### config.mk
export PLATFORM = sky130hd
export DESIGN_NAME = instr_mem_loader
export DESIGN_NICKNAME = d
export VERILOG_FILES = /design/src/rtl/instr_mem_loader.sv
export SDC_FILE = /design/constraint.sdc
export NUM_CORES = 1
export LEC_CHECK = 0
export ABC_CLOCK_PERIOD_IN_PS = 4000
export CAP_MARGIN = 20
export CORE_MARGIN = 2
export CORE_UTILIZATION = 49
export DETAILED_ROUTE_END_ITERATION = 6
export PLACE_DENSITY = 0.82
export REMOVE_ABC_BUFFERS = 1
export SYNTH_ARGS = -nofsm -noshare
export SYNTH_HDL_FRONTEND = slang
export SYNTH_SLANG_ARGS = --single-unit
### constraint.sdc
create_clock -name clock -period 4 [get_ports clock]
set_input_delay 0.8 -clock clock [delete_from_list [all_inputs] [get_ports clock]]
set_output_delay 0.8 -clock clock [all_outputs]
set_load 0.005 [all_outputs]
### src/rtl/instr_mem_loader.sv
// Boot loader: streams a length-prefixed little-endian program image into instruction memory and holds the CPU in reset until loaded.
// Optional trailing XOR checksum byte is enabled by defining LOADER_CHECKSUM_EN.
module instr_mem_loader #(
    parameter int          MAX_WORDS = 256,
    parameter logic [31:0] BASE_ADDR = 32'h0000_0000
) (
    input  logic        clock,
    input  logic        reset,
    input  logic        byte_valid,
    input  logic [7:0]  byte_data,
    output logic        byte_ready,
    input  logic        reload,
    output logic        mem_we,
    output logic [31:0] mem_addr,
    output logic [31:0] mem_wdata,
    output logic        cpu_reset,
    output logic        done,
    output logic        error
);

    localparam logic [16:0] MAX_W = 17'(MAX_WORDS);

    typedef enum logic [2:0] {
        S_LEN_LO,
        S_LEN_HI,
        S_DATA,
`ifdef LOADER_CHECKSUM_EN
        S_CHECK,
`endif
        S_DONE,
        S_ERROR
    } state_t;

    state_t      r_state;
    state_t      w_state_next;
    logic        r_ready_en;
    logic [15:0] r_len;
    logic [15:0] r_word_idx;
    logic [1:0]  r_lane;
    logic [23:0] r_asm;
    logic        r_mem_we;
    logic [31:0] r_mem_addr;
    logic [31:0] r_mem_wdata;
    logic        r_cpu_reset;
    logic        r_done;
    logic        r_error;
`ifdef LOADER_CHECKSUM_EN
    logic [7:0]  r_csum;
`endif

    logic        w_accept;
    logic [15:0] w_len_full;
    logic        w_last_word;
    logic        w_reload_go;

    assign w_accept    = byte_valid && byte_ready;
    assign w_len_full  = {byte_data, r_len[7:0]};
    assign w_last_word = (r_word_idx == (r_len - 16'd1));
    assign w_reload_go = reload && ((r_state == S_DONE) || (r_state == S_ERROR));

    always_ff @(posedge clock or posedge reset) begin
        if (reset) r_state <= S_LEN_LO;
        else       r_state <= w_state_next;
    end

    // NOTE: every signal written here gets its default first, so no path leaves it unassigned and no latch is inferred.
    always_comb begin
        w_state_next = r_state;
        byte_ready   = 1'b0;
        case (r_state)
            S_LEN_LO: begin
                byte_ready = r_ready_en;
                if (w_accept) w_state_next = S_LEN_HI;
            end
            S_LEN_HI: begin
                byte_ready = r_ready_en;
                if (w_accept) begin
                    if ({1'b0, w_len_full} > MAX_W)
                        w_state_next = S_ERROR;
                    else if (w_len_full == 16'd0)
`ifdef LOADER_CHECKSUM_EN
                        w_state_next = S_CHECK;
`else
                        w_state_next = S_DONE;
`endif
                    else
                        w_state_next = S_DATA;
                end
            end
            S_DATA: begin
                byte_ready = r_ready_en;
                if (w_accept && (r_lane == 2'd3) && w_last_word)
`ifdef LOADER_CHECKSUM_EN
                    w_state_next = S_CHECK;
`else
                    w_state_next = S_DONE;
`endif
            end
`ifdef LOADER_CHECKSUM_EN
            S_CHECK: begin
                byte_ready = r_ready_en;
                if (w_accept) w_state_next = (byte_data == r_csum) ? S_DONE : S_ERROR;
            end
`endif
            S_DONE, S_ERROR: begin
                if (reload) w_state_next = S_LEN_LO;
            end
            default: w_state_next = S_LEN_LO;
        endcase
    end

    // NOTE: sequential state uses non-blocking assignments so all flops sample pre-edge values together.
    always_ff @(posedge clock or posedge reset) begin
        if (reset) begin
            r_ready_en  <= 1'b0;
            r_len       <= 16'd0;
            r_word_idx  <= 16'd0;
            r_lane      <= 2'd0;
            r_asm       <= 24'd0;
            r_mem_we    <= 1'b0;
            r_mem_addr  <= BASE_ADDR;
            r_mem_wdata <= 32'd0;
            r_cpu_reset <= 1'b1;
            r_done      <= 1'b0;
            r_error     <= 1'b0;
`ifdef LOADER_CHECKSUM_EN
            r_csum      <= 8'd0;
`endif
        end else begin
            r_ready_en  <= 1'b1;
            r_mem_we    <= 1'b0;
            // Status flops track the next state so they flip in the cycle DONE/ERROR is entered or left.
            r_done      <= (w_state_next == S_DONE);
            r_error     <= (w_state_next == S_ERROR);
            r_cpu_reset <= (w_state_next != S_DONE);

            if (w_accept) begin
                case (r_state)
                    S_LEN_LO: r_len[7:0]  <= byte_data;
                    S_LEN_HI: r_len[15:8] <= byte_data;
                    S_DATA: begin
`ifdef LOADER_CHECKSUM_EN
                        r_csum <= r_csum ^ byte_data;
`endif
                        case (r_lane)
                            2'd0: r_asm[7:0]   <= byte_data;
                            2'd1: r_asm[15:8]  <= byte_data;
                            2'd2: r_asm[23:16] <= byte_data;
                            default: begin
                                r_mem_we    <= 1'b1;
                                r_mem_wdata <= {byte_data, r_asm};
                                r_mem_addr  <= BASE_ADDR + {14'd0, r_word_idx, 2'b00};
                                r_word_idx  <= r_word_idx + 16'd1;
                            end
                        endcase
                        r_lane <= r_lane + 2'd1;
                    end
                    default: ;
                endcase
            end

            if (w_reload_go) begin
                r_len      <= 16'd0;
                r_word_idx <= 16'd0;
                r_lane     <= 2'd0;
                r_asm      <= 24'd0;
`ifdef LOADER_CHECKSUM_EN
                r_csum     <= 8'd0;
`endif
            end
        end
    end

    assign mem_we    = r_mem_we;
    assign mem_addr  = r_mem_addr;
    assign mem_wdata = r_mem_wdata;
    assign cpu_reset = r_cpu_reset;
    assign done      = r_done;
    assign error     = r_error;

endmodule

==> results of run 1 <==
==> how the worst min path moves through the flow <==
stage,end,depth (start not counted),startpoint
after floorplan,mem_wdata[0],2,r_asm[0]
after global placement,mem_wdata[16],2,r_asm[16]
after detailed placement,mem_wdata[4],2,r_asm[4]
after CTS,mem_wdata[16],2,r_asm[16]
after global routing,mem_wdata[16],2,r_asm[16]
final,mem_wdata[12],2,r_asm[12]
==> layout make-up <==
class	instances	area, um^2
clock buffers	21	470
clock inverters	11	105
fillers	905	4160
inverters	6	25.0
multi-input cells	465	2430
flip-flops and latches	114	2850
well taps	140	175
repair buffers	72	721
==> sequential cells by signal, indices dropped and copies added (netlist names) <==
name        count
cpu_reset       1
done            1
error           1
mem_addr       16
mem_wdata      32
mem_we          1
r_asm          24
r_lane          2
r_len          16
r_ready_en      1
r_state         3
r_word_idx     16
==> cells in the final DEF (no fill, tap or decap), types with 4 or more instances in the layout <==
master,Yosys,final
xnor2_1,16,16
or3_1,5,5
nand2_1,197,197
clkdlybuf4s50_1,0,64
dfrtp_1,113,113
nor2_1,35,34
xor2_1,14,14
nor3_1,10,10
clkinvlp_4,0,4
buf_4,16,7
nand2b_1,7,7
ha_1,7,7
conb_1,2,17
o211ai_1,4,4
a21oi_1,43,43
inv_1,5,4
nor4_1,5,5
mux2i_1,9,9
clkbuf_16,0,17
o21ai_0,7,7
nand3_1,42,41
==> stage by stage <==
step	power, mW	utilization [%]	instance area, um^2	hold slack, ns	std cells
final	3.57	62.0	6780	0.470	829
after global routing	3.74	62.0	6780	0.496	829
after CTS	3.56	61.7	6750	0.469	828
after detailed placement	2.10	56.5	6180	0.457	796
after global placement	2.07	56.5	6180	0.449	796
after floorplan	1.90	-	5300	0.439	585
==> power by group through the flow <==
stage	sequential (mW)	clock (mW)	combinational [mW]
after floorplan	1.37	0	0.528
after global placement	1.41	0	0.667
after detailed placement	1.42	0	0.689
after CTS	1.40	1.46	0.699
after global routing	1.42	1.52	0.797
final	1.40	1.44	0.719
==> worst register-to-register path, cell delays in order, from the launching register on <==
cell and delay (ns):
dfrtp_1 0.45, inv_1 0.09, ha_1 0.32, or4b_1 0.63
nor3_1 0.37, xnor2_1 0.16, o211ai_1 0.14, a2111oi_2 0.52
a21bo_1 0.18
==> layer usage <==
metal | vias to the layer above | GRT usage (%)
li1 | 2155 | -
met4 | 0 | 9.29
met2 | 179 | 37.3
met5 | - | 0
met3 | 22 | 5.23
met1 | 2249 | 32.8
==> cells by family (layout without fill, tap and decap cells) <==
family                     after synthesis  in the layout  synth area share (%)
adders and majority gates                7              7                  1.58
AOI/OAI and AO/OA                       76             76                  8.57
other                                    2             17                 0.136
DFF                                    114            114                  51.6
and+or+nand+nor                        326            326                  26.0
muxes                                    9              9                  1.63
buffers and inverters                   64            110                  5.72
xor gates and xnor gates                30             30                  4.75
==> results_dict.tcl, run 1 <==
set metrics [dict create \
    required_ns 4.35 \
    avgRoutedWirePerCell_um 16.3 \
    gr-total-overflow 0 \
    critPathLaunchType "flip-flop" \
    synth_area_mm2 0.00553 \
    h-tree-depth 4 \
    area_growth_pct 22.5 \
    port_buffers 64 \
    report.final.slew_viol_count 0 \
    rows 38 \
    dr.first_iter.drc_count 413 \
    critPathBufInv 1 \
    routed_wl_um 13500 \
    highest_layer "met4" \
    met3_length_um 880 \
    totalNegativeSetupSlack_ns 0 \
    clk_path_buf_depth 2 \
    crit_cells 8 \
    critical_path.max_fanout 9 \
    fp.dieW_um 110 \
    grt_pass1_wl_um 22300 \
    rsz0062_at_grt "no" \
    worstSkewPairLatency_ns 0.41 \
    first_pass_iters 5 \
    fin_crit_sh_pct 73.0 \
    synth_area_leader_cell "dfrtp_1" \
    synth_most_common_cell "nand2_1" \
    netlist_instances 628 \
    vias 4605 \
    worstMarginPinSlew_ns 0.932 \
    synth_top_area_share_pct 51.1 \
    grt_max_degree 59 \
    cpLargestDelayFamily "simple AND/OR/NAND/NOR gates" \
    ys_seq_area_share_pct 51.6 \
    num_io_pins 81 \
    outcome "complete, no violations" \
    nNetsFinal 695 \
    p_leak_nw 3.17 \
    synth-edff-count 0 \
    synth_seq_cells 114 \
    met1_length_um 5770 \
    p_per_area_mw_per_mm2 526 \
    crit_path_cell_trace "inv_1, ha_1, or4b_1, nor3_1, xnor2_1, o211ai_1, a2111oi_2, a21bo_1" \
    post_cts_buffers 0 \
    die_area_mm2 0.0122 \
    drc 0 \
    final_hold_viol_count 0 \
    rr_startpoint "r_len[1]" \
    dp_hpwl_um 8580 \
    yosys_warnings 0 \
    cp-end-kind "flip-flop" \
    slew_headroom_pct 37.7 \
    min_period_ns 2.92 \
    root_buffer "clkbuf_16" \
    setup_viol_count_final 0 \
    worst_r2r_path_depth 8 \
    initial_core_util_pct 50.6 \
    power.switching_mw 1.13 \
    ant_nets 0 \
    cts.clk_slew.worst_paths_ns 0.06 \
    maxCapViolCount 0 \
    synth_ff_type "dfrtp_1" \
    power_frac_clock_pct 40.5 \
    critPathArrivalTime_ns 3.27 \
    combPwrFrac_pct 20.2 \
    fp.coreArea_mm2 0.0109 \
    cts_hold_buffers 0 \
    viasPerCell 5.55 \
    n_antenna_cell 0 \
    wl_met2_um 6590 \
    place_ws_ns 0.991 \
    clock_sinks 114 \
    cp-startpoint "r_len[1]" \
    p_int_mw 2.44 \
    synth.distinct_cells 56 \
    critPathSlowestCell "or4b_1" \
    cts_resized 0 \
    die_h_um 110 \
    rrSetupSlack_ns 1.08 \
    antenna_found_initial 0 \
    seqPwrFrac_pct 39.3 \
    criticalPathCategory "flip-flop to flip-flop" \
    async_flop_share_pct 100 \
    syn_area_per_cell_um2 8.81 \
    clock.fmax_mhz 342 \
    gr-usage-all-layers_pct 24.0 \
    layout_setup_ws_ns 1.08 \
    first_global_vias 4428 \
    layout-drive-gt1-share_pct 7.40 \
    p_sw_share_pct 31.6 \
    vdd_drop_max_mv 0.238 \
    hp-class "flip-flop to flip-flop" \
    slowest_delay_ns 0.63 \
    cts_inserted_buffers 17 \
    ys_top_cells_by_area "dfrtp_1 (51%), nand2_1 (13%), a21oi_1 (3.9%), nand3_1 (3.8%), xnor2_1 (2.5%)" \
    gp_congestion 0.949 \
    synth_common_cells "nand2_1 (197), dfrtp_1 (113), a21oi_1 (43)" \
    fin_skew_ns 0.00793 \
    crit_end "r_state[0]" \
    rr_endpoint "r_state[0]" \
    cts_tree "yes" \
]
Power figures use the tool's default switching activity.
==> run 2, diff against run 1 <==
--- a/config.mk
+++ b/config.mk
@@ -5,12 +5,12 @@
 export SDC_FILE = /design/constraint.sdc
 export NUM_CORES = 1
 export LEC_CHECK = 0
-export ABC_CLOCK_PERIOD_IN_PS = 4000
+export ABC_CLOCK_PERIOD_IN_PS = 2900
 export CAP_MARGIN = 20
 export CORE_MARGIN = 2
-export CORE_UTILIZATION = 49
+export CORE_UTILIZATION = 55
 export DETAILED_ROUTE_END_ITERATION = 6
-export PLACE_DENSITY = 0.82
+export PLACE_DENSITY = 0.87
 export REMOVE_ABC_BUFFERS = 1
 export SYNTH_ARGS = -nofsm -noshare
 export SYNTH_HDL_FRONTEND = slang
==> constraint.sdc (replaced) <==
create_clock -name clock -period 2.9 [get_ports clock]
set_input_delay 0.58 -clock clock [delete_from_list [all_inputs] [get_ports clock]]
set_output_delay 0.58 -clock clock [all_outputs]
set_load 0.005 [all_outputs]
==> run 2 against run 1 <==
The run now ends with DRC left. Clock power grew 30%. Sequential share of layout area shrank 0.35 points. First-iteration DRC count decreased by 26%. Count of clock-buffer cells in the layout decreased by 2. Hold slack lost 0.045 ns. Routed wire length is 2.7% lower. Combinational power is 39% higher. Sequential power rose by 38%.
==> results_dict.tcl, run 2 (synthesized netlist as in run 1, its figures left out) <==
set metrics [dict create \
    outcome "finished with violations" \
    violations "DRC" \
    p_per_area_mw_per_mm2 703 \
    routed_wl_um 13200 \
    min_period_ns 2.62 \
    criticalPathCategory "flip-flop to flip-flop" \
    h-tree-depth 4 \
    final_hold_viol_count 0 \
    ant_nets 0 \
    critical_path.max_fanout 8 \
    critPathBufInv 0 \
    critPathLaunchType "flip-flop" \
    hp-class "input port to async pin" \
    cts.clk_slew.worst_paths_ns 0.06 \
    antenna_found_initial 0 \
    slew_headroom_pct 58.5 \
    critPathSlowestCell "or4_4" \
    fin_skew_ns 0.00835 \
    first_pass_iters 7 \
    required_ns 3.35 \
    gr-usage-all-layers_pct 25.4 \
    clk_path_buf_depth 2 \
    rsz0062_at_grt "no" \
    port_buffers 64 \
    slowest_delay_ns 0.60 \
    worstMarginPinSlew_ns 0.617 \
    layout_common_cells "nand2_1 (197), dfrtp_1 (113), clkdlybuf4s50_1 (64)" \
    initial_core_util_pct 56.6 \
    cts_tree "yes" \
    setup_viol_count_final 0 \
    final_common_cell "nand2_1" \
    dp_hpwl_um 8750 \
    worstSkewPairLatency_ns 0.52 \
    die_h_um 104 \
    clock_sinks 114 \
    vdd_drop_max_mv 0.567 \
    drc 1 \
    cpLargestDelayFamily "simple AND/OR/NAND/NOR gates" \
    clock.fmax_mhz 382 \
    rr_startpoint "r_len[5]" \
    area_growth_pct 23.5 \
    rr_endpoint "done" \
    gr-total-overflow 0 \
    die_area_mm2 0.0109 \
    root_buffer "clkbuf_8" \
    totalNegativeSetupSlack_ns 0 \
    hold_slack_ns 0.425 \
    cp-end-kind "flip-flop" \
    gp_congestion 0.950 \
    n_antenna_cell 0 \
    num_io_pins 81 \
    crit_path_cell_trace "or4_4, or4_4, nor4b_2, o22ai_1, a2111oi_4, a21o_1" \
    first_global_vias 4397 \
    grt_pass1_wl_um 21900 \
    fin_crit_sh_pct 90.2 \
    layout-drive-gt1-share_pct 8.86 \
    nNetsFinal 706 \
    fp.coreArea_mm2 0.00977 \
    avgRoutedWirePerCell_um 15.8 \
    dr.first_iter.drc_count 307 \
    viasPerCell 5.51 \
    largest_reg_flops 32 \
    critPathArrivalTime_ns 3.07 \
    rows 36 \
    maxCapViolCount 0 \
    cts_inserted_buffers 17 \
    rrSetupSlack_ns 0.28 \
    p_leak_nw 3.21 \
    fp.dieW_um 104 \
    grt_max_degree 53 \
    worst_r2r_path_depth 6 \
    crit_top_cell "or4_4" \
    vias 4592 \
    report.final.slew_viol_count 0 \
    cts_hold_buffers 0 \
]
run 2: cell types whose count changed in the layout (fill, tap and decap cells not counted), sizes merged:
cell,change
clkinvlp,-1
inv,+1
clkinv,+2
clkbuf,-2
buf,+11
run 2: worst register-to-register path: stages (launching register included):
cell	delay [ns]
dfrtp_1	0.46
or4_4	0.60
or4_4	0.55
nor4b_2	0.22
o22ai_1	0.16
a2111oi_4	0.40
a21o_1	0.17
run 2: power by group:
part	internal, mW	switching, mW	total, mW
Clock	1.13	0.740	1.87
Combinational	0.426	0.575	1.00
Sequential	1.71	0.220	1.93
run 2: worst max-delay path by stage:
stage / end / slack, ns / from / cells after the start
5_1_grt: done / 0.13 / r_len[0] / 8
2_1_floorplan: done / -0.69 / reset / 1
4_1_cts: done / 0.11 / r_len[0] / 8
6_report: done / 0.28 / r_len[5] / 6
3_3_place_gp: r_state[0] / 0.29 / r_len[0] / 8
3_5_place_dp: r_state[0] / 0.14 / r_len[0] / 8
run 2: layout make-up:
type                            instances  area (um^2)
Fill cell                             763         2940
Sequential cell                       114         2850
Multi-Input combinational cell        465         2450
Timing Repair Buffer                   83          808
Clock buffer                           19          422
Tap cell                              133          166
Clock inverter                         13          113
Inverter                                6         25.0
run 2: through the flow:
stage / utilization, % / instance area, um^2 / cells / power [mW] / worst slack [ns]
after global placement: 64.2 / 6280 / 801 / 2.88 / 0.288
final: 69.9 / 6840 / 833 / 4.81 / 0.284
after global routing: 69.9 / 6840 / 833 / 5.04 / 0.131
after CTS: 69.7 / 6810 / 833 / 4.79 / 0.113
after floorplan: - / 5300 / 585 / 2.62 / -0.694
after detailed placement: 64.2 / 6280 / 801 / 2.91 / 0.139
run 2: what timing repair did:
| item | in CTS | in global routing |
|---|---|---|
| endpoints found under the setup margin | 0 | 3 |
| setup buffers | 0 | 0 |
| resized for setup | 0 | 3 |
run 2: metal layers:
layer	track usage, %	up-vias	part of all wire [%]	routed length, um
li1	-	2179	-	-
met1	34.3	2251	44	5770
met2	41.0	147	49	6490
met3	5.70	15	5.4	710
met4	7.82	0	1.4	190
met5	0	-	0	0
==> run 3, diff against run 2 <==
--- a/config.mk
+++ b/config.mk
@@ -15,3 +15,4 @@
 export SYNTH_ARGS = -nofsm -noshare
 export SYNTH_HDL_FRONTEND = slang
 export SYNTH_SLANG_ARGS = --single-unit
+export TNS_END_PERCENT = 100
==> results of run 3 <==
Same layout as run 2: the final DEF is identical, and so are final timing and power.
